$ cat config.mk
export PLATFORM = sky130hd
export DESIGN_NAME = rv32i_multicycle_ctrl
export DESIGN_NICKNAME = d
export VERILOG_FILES = /design/src/rtl/rv32i_multicycle_ctrl.sv
export SDC_FILE = /design/constraint.sdc
export NUM_CORES = 1
export LEC_CHECK = 0
export BUFFER_PORTS_ARGS = -buffer_cell sky130_fd_sc_hd__buf_2
export CAP_MARGIN = 5
export CORE_MARGIN = 2
export CORE_UTILIZATION = 47
export CTS_CLUSTER_DIAMETER = 150
export DETAILED_ROUTE_END_ITERATION = 8
export MAX_ROUTING_LAYER = met4
export PLACE_DENSITY_LB_ADDON = 0.15
export SYNTH_ARGS = -nofsm -noshare
export SYNTH_HDL_FRONTEND = slang
export SYNTH_SLANG_ARGS = --single-unit
$ cat constraint.sdc
create_clock -name clk -period 1.5 [get_ports clk]
set_input_delay 0.075 -clock clk [delete_from_list [all_inputs] [get_ports clk]]
set_output_delay 0.075 -clock clk [all_outputs]
set_load 0.005 [all_outputs]
$ cat src/rtl/rv32i_multicycle_ctrl.sv
// Multi-cycle control FSM for an RV32I core: fetch/decode/execute/memory/writeback sequencing.
// Optional build macro RV32I_CTRL_PERF_EN adds cycle_cnt and instret_cnt performance counters.
module rv32i_multicycle_ctrl #(
    parameter int unsigned MEM_TIMEOUT  = 255,
    parameter int unsigned RESET_PC_SEL = 0
) (
    input  logic        clk,
    input  logic        rst,
    input  logic        start,
    input  logic [6:0]  opcode,
    input  logic [2:0]  funct3,
    input  logic        sys_bit,
    input  logic        branch_taken,
    input  logic        mem_ack,
    output logic        mem_req,
    output logic        mem_we,
    output logic        mem_ifetch,
    output logic        ir_we,
    output logic        pc_we,
    output logic [1:0]  pc_src,
    output logic        rf_we,
    output logic [1:0]  wb_sel,
    output logic        alu_a_pc,
    output logic        alu_b_imm,
    output logic        halted,
    output logic [1:0]  trap,
    output logic [2:0]  state_o
`ifdef RV32I_CTRL_PERF_EN
    ,
    output logic [31:0] cycle_cnt,
    output logic [31:0] instret_cnt
`endif
);

    localparam int TO_W = (MEM_TIMEOUT > 0) ? $clog2(MEM_TIMEOUT + 1) : 1;

    typedef enum logic [2:0] {
        S_IDLE   = 3'd0,
        S_FETCH  = 3'd1,
        S_DECODE = 3'd2,
        S_EXEC   = 3'd3,
        S_MEM    = 3'd4,
        S_WB     = 3'd5,
        S_HALT   = 3'd6,
        S_TRAP   = 3'd7
    } state_t;

    state_t            state, state_next;
    logic [1:0]        trap_q, trap_next;
    logic [TO_W-1:0]   to_cnt;
    logic              to_hit;

    logic is_rtype, is_itype, is_load, is_store, is_branch;
    logic is_jal, is_jalr, is_lui, is_auipc, is_sys;
    logic legal;
    logic unused_sys;

    // ECALL and EBREAK both retire into HALT, so ir[20] carries no control meaning here.
    assign unused_sys = sys_bit;

    assign is_rtype  = (opcode == 7'h33);
    assign is_itype  = (opcode == 7'h13);
    assign is_load   = (opcode == 7'h03);
    assign is_store  = (opcode == 7'h23);
    assign is_branch = (opcode == 7'h63);
    assign is_jal    = (opcode == 7'h6F);
    assign is_jalr   = (opcode == 7'h67);
    assign is_lui    = (opcode == 7'h37);
    assign is_auipc  = (opcode == 7'h17);
    assign is_sys    = (opcode == 7'h73);

    always_comb begin
        legal = 1'b0;
        if (is_load)
            legal = !(funct3 == 3'd3 || funct3 == 3'd6 || funct3 == 3'd7);
        else if (is_store)
            legal = (funct3 <= 3'd2);
        else if (is_branch)
            legal = !(funct3 == 3'd2 || funct3 == 3'd3);
        else
            legal = is_rtype | is_itype | is_jal | is_jalr | is_lui | is_auipc | is_sys;
    end

    // Count value equal to the limit marks the expiry cycle; an ack in that cycle still completes.
    assign to_hit = (MEM_TIMEOUT != 0) && (to_cnt == TO_W'(MEM_TIMEOUT));

    always_ff @(posedge clk) begin
        if (!rst) begin
            state  <= S_IDLE;
            trap_q <= 2'd0;
            to_cnt <= '0;
        end else begin
            state  <= state_next;
            trap_q <= trap_next;
            if (state_next != state)
                to_cnt <= '0;
            else if (mem_req && !mem_ack)
                to_cnt <= to_cnt + 1'b1;
        end
    end

    always_comb begin
        state_next = state;
        trap_next  = trap_q;
        mem_req    = 1'b0;
        mem_we     = 1'b0;
        mem_ifetch = 1'b0;
        ir_we      = 1'b0;
        pc_we      = 1'b0;
        pc_src     = 2'd0;
        rf_we      = 1'b0;
        wb_sel     = 2'd0;
        alu_a_pc   = 1'b0;
        alu_b_imm  = 1'b0;
        halted     = 1'b0;
        trap       = 2'd0;
        case (state)
            S_IDLE: begin
                pc_src = 2'(RESET_PC_SEL);
                if (start) begin
                    pc_we      = 1'b1;
                    pc_src     = 2'd3;
                    state_next = S_FETCH;
                end
            end
            S_FETCH: begin
                if (to_hit && !mem_ack) begin
                    state_next = S_TRAP;
                    trap_next  = 2'd2;
                end else begin
                    mem_req    = 1'b1;
                    mem_ifetch = 1'b1;
                    if (mem_ack) begin
                        ir_we      = 1'b1;
                        state_next = S_DECODE;
                    end
                end
            end
            S_DECODE: begin
                if (legal) begin
                    state_next = S_EXEC;
                end else begin
                    state_next = S_TRAP;
                    trap_next  = 2'd1;
                end
            end
            S_EXEC: begin
                alu_a_pc  = is_auipc | is_jal | is_branch;
                alu_b_imm = is_itype | is_load | is_store | is_jalr | is_auipc;
                if (is_load || is_store) begin
                    state_next = S_MEM;
                end else if (is_branch) begin
                    pc_we      = 1'b1;
                    pc_src     = {1'b0, branch_taken};
                    state_next = S_FETCH;
                end else if (is_sys) begin
                    state_next = S_HALT;
                end else begin
                    state_next = S_WB;
                end
            end
            S_MEM: begin
                if (to_hit && !mem_ack) begin
                    state_next = S_TRAP;
                    trap_next  = 2'd2;
                end else begin
                    mem_req = 1'b1;
                    mem_we  = is_store;
                    if (mem_ack) begin
                        if (is_store) begin
                            pc_we      = 1'b1;
                            state_next = S_FETCH;
                        end else begin
                            state_next = S_WB;
                        end
                    end
                end
            end
            S_WB: begin
                rf_we      = 1'b1;
                pc_we      = 1'b1;
                state_next = S_FETCH;
                if (is_load)
                    wb_sel = 2'd1;
                else if (is_jal || is_jalr)
                    wb_sel = 2'd2;
                else if (is_lui)
                    wb_sel = 2'd3;
                if (is_jal)
                    pc_src = 2'd1;
                else if (is_jalr)
                    pc_src = 2'd2;
            end
            S_HALT: begin
                halted = 1'b1;
            end
            S_TRAP: begin
                trap = trap_q;
            end
        endcase
    end

    assign state_o = state;

`ifdef RV32I_CTRL_PERF_EN
    always_ff @(posedge clk) begin
        if (!rst) begin
            cycle_cnt   <= 32'd0;
            instret_cnt <= 32'd0;
        end else begin
            if (state != S_IDLE && state != S_HALT && state != S_TRAP)
                cycle_cnt <= cycle_cnt + 32'd1;
            if ((pc_we && state != S_IDLE) || (state != S_HALT && state_next == S_HALT))
                instret_cnt <= instret_cnt + 32'd1;
        end
    end
`endif

endmodule

* Word-level counts from Yosys, hierarchy flattened *
Index checks and enable logic that the tools add are counted.

word-level totals
  memories = 0
  bits of input ports = 16
  flip-flop bits (word level) = 13
  bits in read-only memories = 0
  output and inout port bits = 18
  bits in latches = 0
  logic and storage cells = 105
  bits in writable memories = 0

cells by class
  divide/modulo/power cells = 0
  bitwise gates (word level) = 13
  order comparisons = 1
  eq/ne operators = 25
  add/subtract/negate cells = 1
  shift operators = 0
  reductions and logical operators = 15
  mux-type cells = 47
  multipliers = 0

operators with widths
  cell                   number
  $eq A7 B7 Y1 const B   4
  $mux W3                9
  $mux W1                23
  $mux W2                11
  $eq A7 B6 Y1 const B   3
  $eq A3 B3 Y1 const B   6
  $pmux W3 S6            1
  $eq A7 B5 Y1 const B   2
  $eq A3 B2 Y1 const B   4
  $or A1 B1 Y1           12
  $add A8 B1 Y8 const B  1
  $eq A8 B8 Y1 const B   1
  $eq A7 B2 Y1 const B   1
  $pmux W2 S3            1
  $logic_or A1 B1 Y1     5
  $pmux W1 S4            1
  $pmux W2 S2            1
  $reduce_or A2 Y1       2
  $eq A3 B1 Y1 const B   1
  $le A3 B2 Y1 const B   1
  $logic_not A1 Y1       3
  $logic_not A3 Y1       1
  $ne A3 B3 Y1           1
  $reduce_and A3 Y1      1
  5 further kinds        6

* Depth between registers and ports, before layout *
  word-level depth = 14
  mapped depth = 6

* Worst setup path after synthesis *
No wires, ideal clock.

  kind = flip-flop to flip-flop
  start = reg to_cnt[0]
  end = reg to_cnt[0]
  cell stages (with the launch flop) = 7
  buffers on the path = 0
  arrival time = 1.501 ns
  required time = 1.368 ns
  period minus slack after synthesis = 1.632 ns
  setup time = 0.132 ns
  path slack = -0.132 ns
  cell sequence = dfxtp_1 ha_1 nand4_1 o21ai_1 a221o_2 o211ai_4 nor3_2

between the ends
  longest elaborated chain between the ends = 6

RTL lines
  item                               RTL line  text
  from (decl)                        50        logic [TO_W-1:0] to_cnt;
  from (signal assigned)             98        to_cnt <= to_cnt + 1'b1;
  $eq A8 B8 Y1                       85        assign to_hit = (MEM_TIMEOUT != 0) && (to_cnt == TO_W'(MEM_TIMEOUT));
  $logic_and A1 B1 Y1                127, 163
  $mux W3, on equally long branches  163, 127
  $pmux W3 S6                        117       case (state)
  $ne A3 B3 Y1                       95        if (state_next != state)
  $reduce_or A2 Y1 (no source line)  n/a

Parallel ways exist; a longest one is shown, timed or not.
A chain may end at the register's enable or synchronous reset.

* Worst setup path in the final report *
  start = reg state[0] (netlist: state_o[0])
  end = out pc_we

between the ends
  longest elaborated chain between the ends = 2

RTL lines
  item                                        RTL line  text
  from (decl)                                 48        state_t state, state_next;
  from (signal assigned)                      93        state <= state_next;
  $eq A3 B3 Y1, or another cell as far along  117
  $pmux W1 S4 *                               117
  to (decl)                                   19        output logic pc_we,

Mark *: on every way between the ends. The rest lies on a longest branch, timed or not.

==> metrics.yaml <==
worst_setup_path:
  reg2reg_depth: 5
  r2r_setup_slack_ps: -130
  worstSetupPathType: "reg -> out"
  critPathRequiredTime_ps: 1420
  slowest_stage: "dfxtp_4"
  worstSetupEndpointType: "output port"
  crit_path_start_kind: "flip-flop"
  slowest_delay_ps: 390
  arrival_ps: 1600
  startpoint: "state_o[0]"
  r2r-end: "to_cnt[3]"
  crit_path_max_fanout: 8
  r2r-start: "state_o[2]"
  crit_path_cell_trace: "buf_8 -> nor2_1 -> nand2_2 -> a21oi_2 -> or2_1 -> buf_2"
synth:
  syn_nets: 171
  syn_avg_cell_area_um2: 7.89
  yosys.area.top_type_share_pct: 21.4
  synth_seq_area_share_pct: 21.4
  synthTopCellsByCount: "nor2_1, dfxtp_1, a21oi_1"
  synthArstFlopShare_pct: 0
  yosys_warnings: 0
  ys_ff_latch: 13
  synth_area_leaders: "dfxtp_1, nor3_2, xnor2_1"
  synth.most_common_cell: "nor2_1"
  synthCells: 154
  netlist_area_um2: 1210
  ys_types: 50
  synthFlopType: "dfxtp_1"
  synth_edf_count: 0
  synth_top_area_cell: "dfxtp_1"
clock_tree:
  cts_tree: "yes"
  clock-root-buffer: "clkbuf_4"
  clkSinkCount: 13
  clk_latency_ps: 300
  clock_path_buffers: 2
  cts_buffers: 3
  h-tree-depth: 1
  cts.clk_slew.worst_paths_ps: 100
global_route:
  grt_pass1_wl_mm: 6.04
  grt_overflow: 0
  grt_start_max_net_pins: 12
  track_usage_pct: 28.9
  grt_antenna_before_repair: 0
  grt_pass1_vias: 1337
floorplanning:
  boundaryPins: 34
  row_count: 18
  dieWidth_um: 54.8
  start_util_pct: 49.5
  dieArea_um2: 3010
  core-area_um2: 2450
  die_y_um: 54.8
timing:
  min_period_ps: 1680
  fin_tns_setup_ps: -2150
  setup_viol: 17
  fmax_ghz: 0.596
  rsz0062_at_grt: "true"
  final.setup_skew_ps: 12.6
  finalCritPeriodShare_pct: 112
  maxSlewViolCount: 0
  layout_setup_ws_ps: -179
  hold_viol: 0
  worst_pin_slew_ps: 399
  hold_ws_ps: 133
  max_slew_margin_pct: 73.3
drt:
  antenna_left: 0
  drt_iter0_drc: 71
  routed_via_density: 6.02
  firstDrtPassIters: 4
  via_count: 1512
  wl_per_cell_um: 16.9
  routed_wl_mm: 4.25
  drc: 0
power_and_ir_drop:
  powerDensity_nw_per_um2: 856
  power_mw: 1.72
  p_leak_nw: 0.858
  ir_worst_vdd_uv: 1240
worst_hold_path:
  hold_depth: 3
  worstHoldStart: "rst"
  hold_class: "in -> reg"
  min_to: "state_o[2]"
placed_design:
  placed_cells: 230
  numPortBuffers: 32
  pre_cts_ws_ps: -146
  place_area_um2: 1580
  dp_hpwl_mm: 2.49
  gp_congestion: 0.848
cells_and_area:
  post-route-cell-area_um2: 2000
  final_util_pct: 81.7
  syn_to_final_growth_pct: 65.0
  final_layout_size_suffix_gt1_share_pct: 57.9
  final_nets: 239
  diodes: 0
  instances_no_fill: 251
  fill_cells: 153
run_status:
  status: "finished with violations"
  violations: "negative setup slack"
flow_run:
  drv_cap: 0
-- cells by family (layout without fill, tap and decap cells) --
kind of cell / count (synthesis) / count (layout) / share of synthesized area (%)
simple gates: 80 / 80 / 41.3
flops: 13 / 13 / 21.4
fa+ha+maj: 1 / 1 / 1.03
xor+xnor: 9 / 9 / 7.11
compound gates: 33 / 33 / 20.9
buf+inv: 15 / 82 / 5.66
mux: 3 / 3 / 2.57
-- cells in the final DEF (no fill, tap or decap), types with 2 or more instances in the layout --
cell type and n:
buf_2 31, buf_4 29, a21oi_1 11, nor2_1 10, nor3_2 10, nand2_1 9, dfxtp_1 8, buf_6 6
inv_1 5, nand3_1 5, xnor2_1 5, nor2_2 4, and3_1 4, o21ai_0 4, nor3_4 3, nor3b_2 3
nand4_1 3, nand2b_1 3, nor4_4 3, clkbuf_4 3, buf_12 3, dfxtp_2 3, nand3b_1 2, nand4b_1 2
nor2_4 2, nor2b_1 2, mux2i_1 2, o21ai_1 2, a31oi_1 2, xnor2_2 2, o211ai_4 2, buf_8 2
dfxtp_4 2
-- worst max-delay path: cells and delay by family, from the launching register on --
| family | cells | cell delay [ps] |
|---|---|---|
| AO/OA/AOI/OAI | 1 | 150 |
| buffers and inverters | 2 | 240 |
| flip-flops | 1 | 390 |
| AND/OR/NAND/NOR | 3 | 520 |
-- power breakdown --
part,leakage (nW),total [mW],switching (mW),internal (mW)
combinational,0.735,1.06,0.526,0.535
clock,0.0150,0.241,0.138,0.104
sequential,0.108,0.413,0.0386,0.375
-- area by class of cell --
class	instances	area, um^2	area share (%)
clock buffers	4	26.3	1.31
inverters	6	22.5	1.12
multi-input cells	126	1080	54.1
flip-flops and latches	13	272	13.5
well taps	30	37.5	1.87
repair buffers	72	563	28.1
-- metal layers --
metal / wire, um / vias up / global-route usage (%)
li1: - / 702 / -
met1: 1630 / 707 / 31.8
met2: 2230 / 84 / 51.6
met3: 268 / 19 / 4.92
met4: 123 / 0 / 10.4
met5: 0 / - / -
-- sequential cells by signal, summed over array words and instances (netlist names) --
register / cells
to_cnt: 8
trap_q: 2
state_o: 3
-- worst max-delay path by stage --
stage	end	slack (ps)
detailed placement	to_cnt[5]	-150
global route	pc_src[0]	-230
CTS	to_cnt[5]	-120
global placement	to_cnt[5]	-50
floorplan	to_cnt[0]	-20
finish	pc_we	-180
-- repair_timing --
item	in CTS	in global routing
endpoints found under the setup margin	21	22
gates resized for setup	32	15
gates cloned	1	0
setup buffers	14	2
hold endpoints to repair	0	0
hold buffers	0	0
pin swaps	14	9
Note: power is estimated with default switching activity, not from simulation.
